--- src/rtl/xava_data_arbiter.sv ---
// 2:1 OBI data-port arbiter: core LSU (requester 0) and vector unit (requester 1) share one memory port.
// Address phases are held stable until granted; responses are routed in order via a requester-ID FIFO.
module xava_data_arbiter #(
  parameter int MAX_OUTSTANDING = 2,
  parameter bit FIXED_PRIO      = 1'b0
) (
  input  logic        clk_i,
  input  logic        rst_i,
  input  logic        core_req_i,
  output logic        core_gnt_o,
  input  logic [31:0] core_addr_i,
  input  logic        core_we_i,
  input  logic [3:0]  core_be_i,
  input  logic [31:0] core_wdata_i,
  output logic        core_rvalid_o,
  output logic [31:0] core_rdata_o,
  input  logic        vec_req_i,
  output logic        vec_gnt_o,
  input  logic [31:0] vec_addr_i,
  input  logic        vec_we_i,
  input  logic [3:0]  vec_be_i,
  input  logic [31:0] vec_wdata_i,
  output logic        vec_rvalid_o,
  output logic [31:0] vec_rdata_o,
  output logic        mem_req_o,
  input  logic        mem_gnt_i,
  output logic [31:0] mem_addr_o,
  output logic        mem_we_o,
  output logic [3:0]  mem_be_o,
  output logic [31:0] mem_wdata_o,
  input  logic        mem_rvalid_i,
  input  logic [31:0] mem_rdata_i,
  output logic        err_o
);
  localparam int PTR_W = (MAX_OUTSTANDING > 1) ? $clog2(MAX_OUTSTANDING) : 1;
  localparam int CNT_W = $clog2(MAX_OUTSTANDING + 1);

  typedef enum logic [1:0] {ARB, HOLD_CORE, HOLD_VEC} state_t;

  state_t            state_reg, state_next;
  logic              sel_vec;
  logic              fire, pop, full, empty, head_vec;
  logic              prio_vec_reg;
  logic [31:0]       cap_addr_reg, cap_wdata_reg;
  logic              cap_we_reg;
  logic [3:0]        cap_be_reg;
  logic              id_fifo [MAX_OUTSTANDING];
  logic [PTR_W-1:0]  wr_ptr_reg, rd_ptr_reg;
  logic [CNT_W-1:0]  count_reg;
  logic              err_reg;

  function automatic logic [PTR_W-1:0] ptr_inc(input logic [PTR_W-1:0] p);
    return (p == PTR_W'(MAX_OUTSTANDING - 1)) ? '0 : p + 1'b1;
  endfunction

  assign full  = (count_reg == CNT_W'(MAX_OUTSTANDING));
  assign empty = (count_reg == '0);

  always_comb begin
    state_next  = state_reg;
    sel_vec     = 1'b0;
    mem_req_o   = 1'b0;
    mem_addr_o  = 32'h0;
    mem_we_o    = 1'b0;
    mem_be_o    = 4'h0;
    mem_wdata_o = 32'h0;
    case (state_reg)
      ARB: begin
        // A full ID FIFO blocks issue even if a response pops it this cycle.
        if (!full && (core_req_i || vec_req_i)) begin
          if (core_req_i && vec_req_i) sel_vec = FIXED_PRIO ? 1'b0 : prio_vec_reg;
          else                         sel_vec = vec_req_i;
          mem_req_o   = 1'b1;
          mem_addr_o  = sel_vec ? vec_addr_i  : core_addr_i;
          mem_we_o    = sel_vec ? vec_we_i    : core_we_i;
          mem_be_o    = sel_vec ? vec_be_i    : core_be_i;
          mem_wdata_o = sel_vec ? vec_wdata_i : core_wdata_i;
          if (!mem_gnt_i) state_next = sel_vec ? HOLD_VEC : HOLD_CORE;
        end
      end
      HOLD_CORE, HOLD_VEC: begin
        sel_vec     = (state_reg == HOLD_VEC);
        mem_req_o   = 1'b1;
        mem_addr_o  = cap_addr_reg;
        mem_we_o    = cap_we_reg;
        mem_be_o    = cap_be_reg;
        mem_wdata_o = cap_wdata_reg;
        if (mem_gnt_i) state_next = ARB;
      end
      default: state_next = ARB;
    endcase
  end

  assign fire       = mem_req_o & mem_gnt_i;
  assign core_gnt_o = fire & ~sel_vec;
  assign vec_gnt_o  = fire & sel_vec;

  assign pop           = mem_rvalid_i & ~empty;
  assign head_vec      = id_fifo[rd_ptr_reg];
  assign core_rvalid_o = pop & ~head_vec;
  assign vec_rvalid_o  = pop & head_vec;
  assign core_rdata_o  = core_rvalid_o ? mem_rdata_i : 32'h0;
  assign vec_rdata_o   = vec_rvalid_o  ? mem_rdata_i : 32'h0;
  assign err_o         = err_reg;

  always_ff @(posedge clk_i) begin
    if (fire) id_fifo[wr_ptr_reg] <= sel_vec;
  end

  always_ff @(posedge clk_i) begin
    if (rst_i) begin
      state_reg     <= ARB;
      prio_vec_reg  <= 1'b0;
      cap_addr_reg  <= 32'h0;
      cap_we_reg    <= 1'b0;
      cap_be_reg    <= 4'h0;
      cap_wdata_reg <= 32'h0;
      wr_ptr_reg    <= '0;
      rd_ptr_reg    <= '0;
      count_reg     <= '0;
      err_reg       <= 1'b0;
    end else begin
      state_reg <= state_next;
      if (state_reg == ARB && mem_req_o) begin
        cap_addr_reg  <= mem_addr_o;
        cap_we_reg    <= mem_we_o;
        cap_be_reg    <= mem_be_o;
        cap_wdata_reg <= mem_wdata_o;
      end
      // Round-robin: the requester not granted last wins the next tie.
      if (fire) begin
        prio_vec_reg <= ~sel_vec;
        wr_ptr_reg   <= ptr_inc(wr_ptr_reg);
      end
      if (pop) rd_ptr_reg <= ptr_inc(rd_ptr_reg);
      if (fire && !pop)      count_reg <= count_reg + 1'b1;
      else if (!fire && pop) count_reg <= count_reg - 1'b1;
      if (mem_rvalid_i && empty) err_reg <= 1'b1;
    end
  end
endmodule

--- config.mk ---
export PLATFORM = sky130hd
export DESIGN_NAME = xava_data_arbiter
export DESIGN_NICKNAME = d
export VERILOG_FILES = /design/src/rtl/xava_data_arbiter.sv
export SDC_FILE = /design/constraint.sdc
export NUM_CORES = 1
export LEC_CHECK = 0
export BUFFER_PORTS_ARGS = -buffer_cell sky130_fd_sc_hd__buf_2
export CAP_MARGIN = 30
export CELL_PAD_IN_SITES_DETAIL_PLACEMENT = 2
export CELL_PAD_IN_SITES_GLOBAL_PLACEMENT = 2
export CORE_MARGIN = 4
export CORE_UTILIZATION = 26
export CTS_BUF_LIST = sky130_fd_sc_hd__clkbuf_4
export DETAILED_ROUTE_END_ITERATION = 12
export PLACE_DENSITY = 0.84
export SETUP_SLACK_MARGIN = 0.05
export SYNTH_ARGS = -nofsm -noshare
export SYNTH_HDL_FRONTEND = slang
export SYNTH_SLANG_ARGS = --single-unit
--- constraint.sdc ---
create_clock -name clk_i -period 4.84 [get_ports clk_i]
set_clock_uncertainty 0.1 [all_clocks]
set_input_delay 0 -clock clk_i [delete_from_list [all_inputs] [get_ports clk_i]]
set_output_delay 0 -clock clk_i [all_outputs]
set_load 0.05 [all_outputs]
# Yosys cells after proc, flatten, opt, wreduce, memory -nomap -nowiden
# Memory sizes are Yosys's and may differ from the RTL's. A register that Yosys moved wholly into a read port is not among the register bits.
# Index checks and enable logic that the tools add are counted.
# totals
latch_bits	0
regBits	77
out_inout_bits	139
word_cells	79
mem_bits_rw	2
memories	1
mem_bits_ro	0
input_bits	176
# classes
n_eq_ne	6
n_reduce_logical	15
muxes	34
n_lt_le_gt_ge	0
mul	0
n_bitwise	9
n_div	0
shift	0
addsub	4
# mem_list
memory	words	word_bits	rd	rd_clocked_by_memory_dff	write_ports	line	source
id_fifo	2	1	1	1	1	47	logic id_fifo [MAX_OUTSTANDING];
# ops
cell	n
32-bit 2-to-1 mux	6
32-bit case mux with 2 select lines	2
1-bit 2-to-1 mux	13
2-bit 2-to-1 mux	6
4-bit 2-to-1 mux	2
4-bit case mux with 2 select lines	1
1-bit bitwise AND	6
1-bit logical AND	6
2-bit inequality test, second input constant	3
1-bit case mux with 2 select lines	3
2-bit == test, second input constant	2
2-bit logical NOT	2
2-bit case mux with 2 select lines	1
1-bit logical NOT	3
1-bit NOT	3
3-bit AND reduction	1
1-bit adder, second input constant	2
2-bit by 1-bit adder with 2-bit output, second input constant	1
2-bit by 1-bit == test with 1-bit output, second input constant	1
2-bit nonzero test	1
2-bit OR reduction	1
2-bit by 1-bit subtractor with 2-bit output, second input constant	1
1-bit logical OR	1

# Logic depth before layout (Yosys ltp)
# depth
word_depth	10
ltp_mapped	9
mapped_depth_nobuf	8

# Least setup slack after synthesis
# Ideal clock, no wire load.
# synth_path
path_type	register to output
from	register state_reg[1]
to	output core_gnt_o
stages_incl_launch_ff	8
slack_ns	2.604
required_time_ns	4.740
arrival_ns	2.136
path_cell_list	dfxtp_1 -> inv_1 -> ha_1 -> nor3b_1 -> buf_2 -> buf_2 -> nor2_1 -> nor4b_2
# synth_via
elab_chain_len	5
# synth_rtl
element	line	source
from (decl)	40	state_t state_reg, state_next;
from (signal assigned)	123	state_reg <= state_next;
2-bit == test or 2-bit by 1-bit == test with 1-bit output (tied branches)	67, 82	
2-bit OR reduction	67	case (state_reg)
1-bit case mux with 2 select lines	67	
1-bit bitwise AND or 1-bit NOT (tied branches)	94, 95	
1-bit bitwise AND *	95	assign core_gnt_o = fire & ~sel_vec;
to (decl)	10	output logic core_gnt_o,
# Mark *: on every way between the ends. The rest lies on a longest branch, timed or not.

# Worst setup path after layout
# layout_path
from	register prio_vec_reg
to	register cap_wdata_reg[8]
# layout_via
elab_chain_len	6
# layout_rtl
element	line	source
from (decl)	43	logic prio_vec_reg;
from (signal assigned)	132	prio_vec_reg <= ~sel_vec;
1-bit 2-to-1 mux	71	if (core_req_i && vec_req_i) sel_vec = FIXED_PRIO ? 1'b0 : prio_vec_reg;
1-bit 2-to-1 mux	70	if (!full && (core_req_i || vec_req_i)) begin
1-bit 2-to-1 mux	67	
32-bit 2-to-1 mux	77	mem_wdata_o = sel_vec ? vec_wdata_i : core_wdata_i;
32-bit 2-to-1 mux	70	
32-bit case mux with 2 select lines	67	
to (signal assigned)	128	cap_wdata_reg <= mem_wdata_o;
to (decl)	44	logic [31:0] cap_addr_reg, cap_wdata_reg;
# Every way passes these cells. The select of a mux whose other input is x is not followed.
# A chain may end at the register's enable or synchronous reset.

==> flow_summary.ini <==
[yosys]
synth_fp_nets = 952
avgSynthCellArea_sq_um = 7.71
ys_types = 38
synth_cells = 773
synthArstFlopShare = 0
ys_ff_latch = 80
synth-edff-count = 2
yosys_warnings = 0
synth_ff_type = dfxtp_1
synth_seq_area_share = 0.272
synth_area_sq_um = 5960

[sta]
maxSlewHeadroom = 0.336
hold_viol_final = 0
fmax_ghz = 0.317
fin_crit_sh = 0.652
setup_tns_ns = 0
rsz0062_at_grt = no
report.final.slew_viol_count = 0
setup_ws_ns = 1.69
worstMarginPinSlew_ns = 0.996
fin_crit_ns = 3.15
final-setup-viol-count = 0

[route]
dr_wl_met2_microns = 16000
route.met3.wl_microns = 1260
drc = 0
wire_per_inst_microns = 21.2
dr.pass1.iters = 4
first_iter_violations = 284
dr_total_vias = 7789
antenna_left = 0
avgViaCountPerCell = 5.40
totalWireLength_microns = 30600
m1WireLength_microns = 12300
routed.top_layer = met4

[clock_tree]
post_cts_buffers = 0
cts_tree = done
clock_path_buffers = 2
cts_htree_levels = 3
cts.clk_slew.worst_paths_ns = 0.14
cts-root-buf = clkbuf_4
cts_resized = 0
clk_latency_ns = 0.45
cts_sinks = 80
cts_buffers = 9

[layout]
final_cell_mix = buf_2, and2_1, dlygate4sd3_1, nor2_1, dfxtp_1
nNetsFinal = 1328
final_common_cell = buf_2
syn_to_final_growth_pct = 53.4
layout-drive-gt1-share = 0.373

[placed_design]
gp_congestion = 0.757
place_ws_ns = 2.03
detailed_place_hpwl_microns = 17700
numPortBuffers = 314

[power]
p_leak_nw = 4.15
vdd_drop_max_mv = 0.412
comb_power_share = 0.758
seq_power_share = 0.165
p_int_mw = 2.63
p_switching_mw = 3.55
sw_frac_of_total = 0.575
clockPowerShare = 0.077
p_per_area_nw_per_um2 = 676

[grt]
antenna_found_initial = 4
grt_first_pass_wirelength_microns = 48400
grt_max_degree = 108
grt_pass1_vias = 8748
track_usage = 0.230
overflow = 0

[floorplan]
initial_utilization = 0.264
num_rows = 55
chipWidth_microns = 159
fp.dieH_microns = 159
pin_count = 315
core_sq_um = 22600
dieArea_sq_um = 25400

[worst_setup_path]
critPathArrivalTime_ns = 3.35
path_cells = nand2b_4, buf_4, a21boi_0, o22ai_1, dlygate4sd3_1, a211oi_1
path_class = flip-flop to flip-flop
cpPeakStageDelay_ns = 0.67
worst_setup_path_start_kind = flip-flop
cp_slowest_cell = nand2b_4
crit_fanout = 83
crit_required_ns = 5.04
end_kind = flip-flop

[run_status]
status = complete, no violations

[run]
maxCapViolCount = 0

[hold_path]
hold_class = input pin to flip-flop
## layout make-up
class	count	area, sq um
inverters	2	7.51
multi-input cells	598	3980
repair buffers	458	3010
clock inverters	3	68.8
flip-flops and latches	80	1620
clock buffers	12	90.1
fillers	2590	13400
diodes	5	12.5
well taps	285	357
## routing by layer
layer	track usage	up-vias
met5	0	-
met4	0.0939	0
met3	0.0368	68
met2	0.436	278
met1	0.254	3848
li1	-	3595
## worst max-delay path: cells and delay by family, from the launching register on
family | cells | cell delay, ns
AO/OA/AOI/OAI | 3 | 0.54
buffers and inverters | 2 | 1.23
flip-flops | 1 | 0.37
AND/OR/NAND/NOR | 1 | 0.67
## cell families (layout without fill, tap and decap cells)
logic type,Yosys count,after routing,synth area share
AO/OA/AOI/OAI,356,356,0.432
AND/OR/NAND/NOR,234,234,0.216
buffers and inverters,95,475,0.0665
flip-flops,80,80,0.272
XOR/XNOR,4,4,0.00588
adder cells (fa/ha/maj),3,3,0.00630
multiplexers,1,1,0.00168
other,0,5,0
## synthesized netlist by cell type, types with 2 or more instances
master	count	area, sq um
a211oi_2	10	125
nand2_1	2	7.51
inv_1	2	7.51
and2_1	136	851
o31ai_1	2	15.0
o22ai_1	70	438
nor2b_1	4	25.0
ha_1	3	37.5
a211oi_1	59	443
a21oi_1	71	355
buf_2	20	100
a31o_2	69	604
clkbuf_1	66	248
nand2b_1	4	25.0
buf_1	4	15.0
nor2_1	80	300
buf_4	2	15.0
a21boi_0	69	518
dfxtp_1	78	1560
edfxtp_1	2	60.1
xor2_1	3	26.3
## per-stage QoR
step | area [sq um] | utilization | instances | hold WS [ns] | total power [mW]
detailed placement | 7620 | 0.337 | 1289 | 0.167 | 5.23
global route | 9150 | 0.405 | 1443 | 0.0424 | 6.59
CTS | 9110 | 0.403 | 1437 | 0.00305 | 6.11
floorplan | 5960 | - | 773 | 0.0407 | 4.25
finish | 9150 | 0.405 | 1443 | 0.0571 | 6.18
global placement | 7620 | 0.337 | 1289 | 0.141 | 5.13
## power by group through the flow
stage                     clock network, mW  registers (mW)  logic, mW
final                                 0.474            1.02       4.69
after global routing                  0.521            1.05       5.02
after CTS                             0.495            1.01       4.60
after detailed placement                  0            1.02       4.21
after global placement                    0            1.01       4.12
after floorplan                           0           0.994       3.26
## final timing paths
path | end | from | cells past startpoint | slack (ns)
max | cap_wdata_reg[8] | prio_vec_reg | 6 | 1.69
min | cap_addr_reg[19] | core_addr_i[19] | 4 | 0.06
max reg2reg | cap_wdata_reg[8] | prio_vec_reg | 6 | 1.69
min reg2reg | err_o | err_o | 2 | 0.41
## timing repair
item | 4_1_cts | 5_1_grt
endpoints found under the setup margin | 0 | 0
hold endpoints to repair | 75 | 0
hold buffers | 133 | 0
Note: power is estimated with default switching activity, not from simulation.
